`config.mk`:
```
export PLATFORM = sky130hd
export DESIGN_NAME = byte_serial_tx
export DESIGN_NICKNAME = d
export VERILOG_FILES = /design/src/rtl/byte_serial_tx_pkg.sv /design/src/rtl/bit_tick_divider.sv /design/src/rtl/byte_serial_tx.sv
export SDC_FILE = /design/constraint.sdc
export NUM_CORES = 1
export LEC_CHECK = 0
export BUFFER_PORTS_ARGS = -buffer_cell sky130_fd_sc_hd__buf_2
export CAP_MARGIN = 10
export CORE_MARGIN = 2
export CORE_UTILIZATION = 31
export DETAILED_ROUTE_END_ITERATION = 10
export SYNTH_ARGS = -nofsm -noshare
export SYNTH_HDL_FRONTEND = slang
export SYNTH_SLANG_ARGS = --single-unit
```
`constraint.sdc`:
```
create_clock -name clk -period 2.15 [get_ports clk]
set_input_delay 0.3225 -clock clk [delete_from_list [all_inputs] [get_ports clk]]
set_output_delay 0.3225 -clock clk [all_outputs]
set_load 0.005 [all_outputs]
```
`src/rtl/byte_serial_tx_pkg.sv`:
```
// Shared types and line-level constants for the byte serial transmitter
// and the receiver that will reuse its bit timing.
package byte_serial_tx_pkg;

  typedef enum logic [1:0] {
    IDLE  = 2'd0,
    START = 2'd1,
    DATA  = 2'd2,
    STOP  = 2'd3
  } tx_state_t;

  localparam logic TX_IDLE_LEVEL = 1'b1;
  localparam logic START_BIT     = 1'b0;
  localparam logic STOP_BIT      = 1'b1;

endpackage

```
`src/rtl/bit_tick_divider.sv`:
```
// Modulo-CLKS_PER_BIT counter that marks each serial bit boundary with a
// one-cycle terminal-count tick. Holds while en is low; clear wins over en.
module bit_tick_divider #(
  parameter int CLKS_PER_BIT = 4
) (
  input  logic clk,
  input  logic reset,
  input  logic en,
  input  logic clear,
  output logic tick
);

  localparam int CW = (CLKS_PER_BIT > 1) ? $clog2(CLKS_PER_BIT) : 1;
  localparam logic [CW-1:0] TERMINAL = CW'(CLKS_PER_BIT - 1);

  logic [CW-1:0] count;

  // The tick only fires in an enabled cycle so a frozen caller never advances
  assign tick = en && !clear && (count == TERMINAL);

  // Count 0..CLKS_PER_BIT-1, wrapping at the terminal count
  always_ff @(posedge clk or posedge reset) begin
    if (reset) begin
      count <= '0;
    end else if (clear) begin
      count <= '0;
    end else if (en) begin
      if (count == TERMINAL) count <= '0;
      else                   count <= count + 1'b1;
    end
  end

endmodule

```
`src/rtl/byte_serial_tx.sv`:
```
// Parallel-in, serial-out transmitter: start bit, DATA_W data bits LSB
// first, one stop bit, on a line that idles high. Valid/ready upstream.
module byte_serial_tx
  import byte_serial_tx_pkg::*;
#(
  parameter int DATA_W       = 8,
  parameter int CLKS_PER_BIT = 4
) (
  input  logic              clk,
  input  logic              reset,
  input  logic [DATA_W-1:0] din,
  input  logic              din_valid,
  output logic              din_ready,
  input  logic              enable,
  output logic              tx,
  output logic              busy,
  output logic              done
);

  localparam int BCW = (DATA_W > 1) ? $clog2(DATA_W) : 1;
  localparam logic [BCW-1:0] LAST_BIT = BCW'(DATA_W - 1);

  tx_state_t         state, state_next;
  logic [DATA_W-1:0] shreg, shreg_next;
  logic [BCW-1:0]    bitcnt, bitcnt_next;
  logic              done_pending, done_pending_next;
  logic              accept;
  logic              bit_tick;

  assign din_ready = (state == IDLE) && enable && !reset;
  assign accept    = din_valid && din_ready;
  assign busy      = (state != IDLE);
  // A completion seen just before a freeze is held until enable returns
  assign done      = done_pending && enable;

  bit_tick_divider #(
    .CLKS_PER_BIT(CLKS_PER_BIT)
  ) u_divider (
    .clk  (clk),
    .reset(reset),
    .en   (enable),
    .clear(state == IDLE),
    .tick (bit_tick)
  );

  // State, shift register, bit counter and pending-done registers
  always_ff @(posedge clk or posedge reset) begin
    if (reset) begin
      state        <= IDLE;
      shreg        <= '0;
      bitcnt       <= '0;
      done_pending <= 1'b0;
    end else begin
      state        <= state_next;
      shreg        <= shreg_next;
      bitcnt       <= bitcnt_next;
      done_pending <= done_pending_next;
    end
  end

  // Frame sequencing and line level; everything holds while enable is low
  always_comb begin
    state_next        = state;
    shreg_next        = shreg;
    bitcnt_next       = bitcnt;
    done_pending_next = enable ? 1'b0 : done_pending;
    tx                = TX_IDLE_LEVEL;
    case (state)
      IDLE: begin
        tx = TX_IDLE_LEVEL;
        if (accept) begin
          state_next = START;
          shreg_next = din;
        end
      end
      START: begin
        tx = START_BIT;
        if (bit_tick) begin
          state_next  = DATA;
          bitcnt_next = '0;
        end
      end
      DATA: begin
        tx = shreg[0];
        if (bit_tick) begin
          shreg_next = shreg >> 1;
          if (bitcnt == LAST_BIT) state_next = STOP;
          else                    bitcnt_next = bitcnt + 1'b1;
        end
      end
      STOP: begin
        tx = STOP_BIT;
        if (bit_tick) begin
          state_next        = IDLE;
          done_pending_next = 1'b1;
        end
      end
      default: begin
        state_next = IDLE;
      end
    endcase
  end

endmodule

```
==> results.tsv <==
stage	metric	value	unit
synthesis	seq_area_frac_synth	0.386	
routing	via_per_inst	5.21	
synthesis	yosysWarnings	0	
cells_and_area	drive_above_1_share	0.203	
outcome	status	completed	
timing	worstMarginPinSlew	653	ps
synthesis	syn_inst	116	
grt	antenna_found_initial	0	
power_and_ir_drop	clockPowerShare	0.093	
grt	grt_overflow	0	
power_and_ir_drop	p_switching	0.000732	W
timing	min_period	1910	ps
synthesis	synth_seq_cells	16	
clock_network	cts.sinks	16	
cells_and_area	final_cell_mix	16 x dfrtp_1, 15 x buf_2, 12 x nor2_1	
setup_path	cp-start-kind	register	
power_and_ir_drop	p_leak	0.532	nW
job	cap_violations	0	
power_and_ir_drop	p_seq_frac	0.338	
timing	setup_viol	0	
timing	slew_viol_final	0	
clock_network	numCtsBuffers	3	
synthesis	ys_top_cells_by_area	dfrtp_1 39%, ha_1 9.6%, nor3_1 5.3%, nor2_1 4.3%, a32oi_1 3.4%	
synthesis	syn_nets	136	
routing	drc	0	
grt	grt_pass1_wl	4200	µm
floorplan	ios	16	
cells_and_area	layout_commonest_cell	dfrtp_1	
clock_network	clock-root-buffer	clkbuf_4	
placement	dp_slack	282	ps
power_and_ir_drop	intPower	0.000956	W
hold_path	min_path_type	in -> async	
synthesis	synth_edf_count	0	
timing	slew_headroom	0.564	
clock_network	h-tree-depth	1	
floorplan	dieHeight	61.9	µm
synthesis	synthFlopType	dfrtp_1	
setup_path	ff2ff_setup_slack	270	ps
cells_and_area	fillers	345	
floorplan	fp.dieW	61.9	µm
clock_network	clkTransAtPathRegs	90	ps
grt	grt_pass1_vias	969	
synthesis	synth_area	1040	µm²
setup_path	crit_path_max_fanout	7	
floorplan	initial_utilization	0.316	
power_and_ir_drop	powerDensity	1410	nW/µm²
timing	hold_ws	133	ps
placement	place_congestion	0.775	
clock_network	tritoncts	yes	
routing	drtAntennaViolNets	0	
synthesis	yosysTopAreaCell	dfrtp_1	
routing	drt_pass1_iterations	4	
synthesis	syn_avg_cell_area	8.95	µm²
floorplan	dieArea	3830	µm²
routing	wirelength	2360	µm
power_and_ir_drop	swShare	0.434	
power_and_ir_drop	comb_power_share	0.568	
timing	setup_tns	0	ps
timing	hold_violations	0	
routing	wire_per_inst	13.2	µm
floorplan	core	3280	µm²
synthesis	yosysTopAreaCellShare	0.386	
setup_path	endpoint_kind	output port	
cells_and_area	areaGrowthSynthToFinish	15.2	%
floorplan	core.rowCount	21	
synthesis	ys_types	34	
placement	port_buffers	15	
synthesis	ys_async_sr_fraction	1.00	
timing	rsz0062_at_grt	no	
cells_and_area	layout.nets	155	
clock_network	postCtsSetupBuffers	0	
setup_path	path_class	reg -> out	
clock_network	clock_path_buffers	2	
timing	finClkSkew	2.11	ps
setup_path	worstPathRequired	1830	ps
setup_path	critPathArrivalTime	1580	ps
placement	dp_hpwl	1870	µm
grt	track_usage	0.147	
grt	grt_max_degree	17	
routing	drt_iter0_markers	24	
timing	fin_ws	243	ps
cells_and_area	diodes	0	
clock_network	clk_latency	280	ps
power_and_ir_drop	ir_drop	0.589	mV
routing	vias	932	
timing	max_freq	524	MHz
timing	fin_crit_sh	0.887	
-- state kept, by name (all words and copies together) (netlist names) --
register	cells
shreg	8
bitcnt	3
state	2
u_divider.count	2
done_pending	1
-- synthesized netlist by cell type, types with 3 or more instances --
library cell	number
dfrtp_1	16
nor2_1	12
nor3_1	11
ha_1	8
inv_1	8
nand2_1	8
a32oi_1	4
o21ai_0	4
a21oi_1	3
a22o_1	3
buf_2	3
nand2b_1	3
nor4_1	3
-- worst max-delay path, cell delays in order, from the launching register on --
cell and delay, ps:
dfrtp_1 430, inv_1 120, ha_2 270, inv_1 130, nor3_1 210, buf_2 140
-- worst paths after layout --
| path | startpoint | endpoint | cells after the start |
|---|---|---|---|
| worst min-delay path | reset | bitcnt[0] | 2 |
| max in group asynchronous | reset | shreg[7] | 2 |
| min in group clk | din[6] | shreg[6] | 3 |
| worst max-delay path | state[0] | din_ready | 5 |
| worst min register to register | u_divider.count[1] | u_divider.count[1] | 2 |
| worst max register to register | state[0] | state[1] | 6 |
-- repair_timing --
action                                  in CTS  in global routing
hold buffers                                 0                  0
gates resized for setup                      0                  1
endpoints found under the setup margin       0                  1
-- routing by layer --
layer,part of all wire,vias up,track usage
li1,-,461,-
met1,0.44,464,0.178
met2,0.53,5,0.266
met3,0.017,2,0.0311
met4,0.0093,0,0.0365
met5,0,-,0
-- stage by stage --
stage	instances	total power [W]	instance area [µm²]	utilization
after CTS	179	0.00170	1190	0.363
after global routing	179	0.00188	1200	0.364
final	179	0.00169	1200	0.364
after floorplan	116	0.00128	1040	-
after global placement	176	0.00149	1170	0.357
after detailed placement	176	0.00154	1170	0.357
-- power groups by stage --
stage	Clock, W	Sequential (W)	Combinational, W
4_1_cts	0.000170	0.000568	0.000963
3_5_place_dp	0	0.000572	0.000966
3_3_place_gp	0	0.000564	0.000926
5_1_grt	0.000188	0.000592	0.00110
6_report	0.000158	0.000571	0.000960
2_1_floorplan	0	0.000541	0.000736
-- cell families after synthesis --
group | after synthesis | share of synthesized area
AOI/OAI and AO/OA | 27 | 0.194
and+or+nand+nor | 50 | 0.245
DFF | 16 | 0.386
buffers and inverters | 13 | 0.0578
adders and majority gates | 8 | 0.0964
muxes | 2 | 0.0217
-- layout make-up --
| type | count | area, µm² | share of cell area |
|---|---|---|---|
| Clock buffer | 3 | 22.5 | 0.0188 |
| Inverter | 8 | 30.0 | 0.0251 |
| Multi-Input combinational cell | 87 | 581 | 0.485 |
| Sequential cell | 16 | 400 | 0.335 |
| Tap cell | 46 | 57.6 | 0.0481 |
| Timing Repair Buffer | 19 | 105 | 0.0879 |
Note: power is estimated with default switching activity, not from simulation.
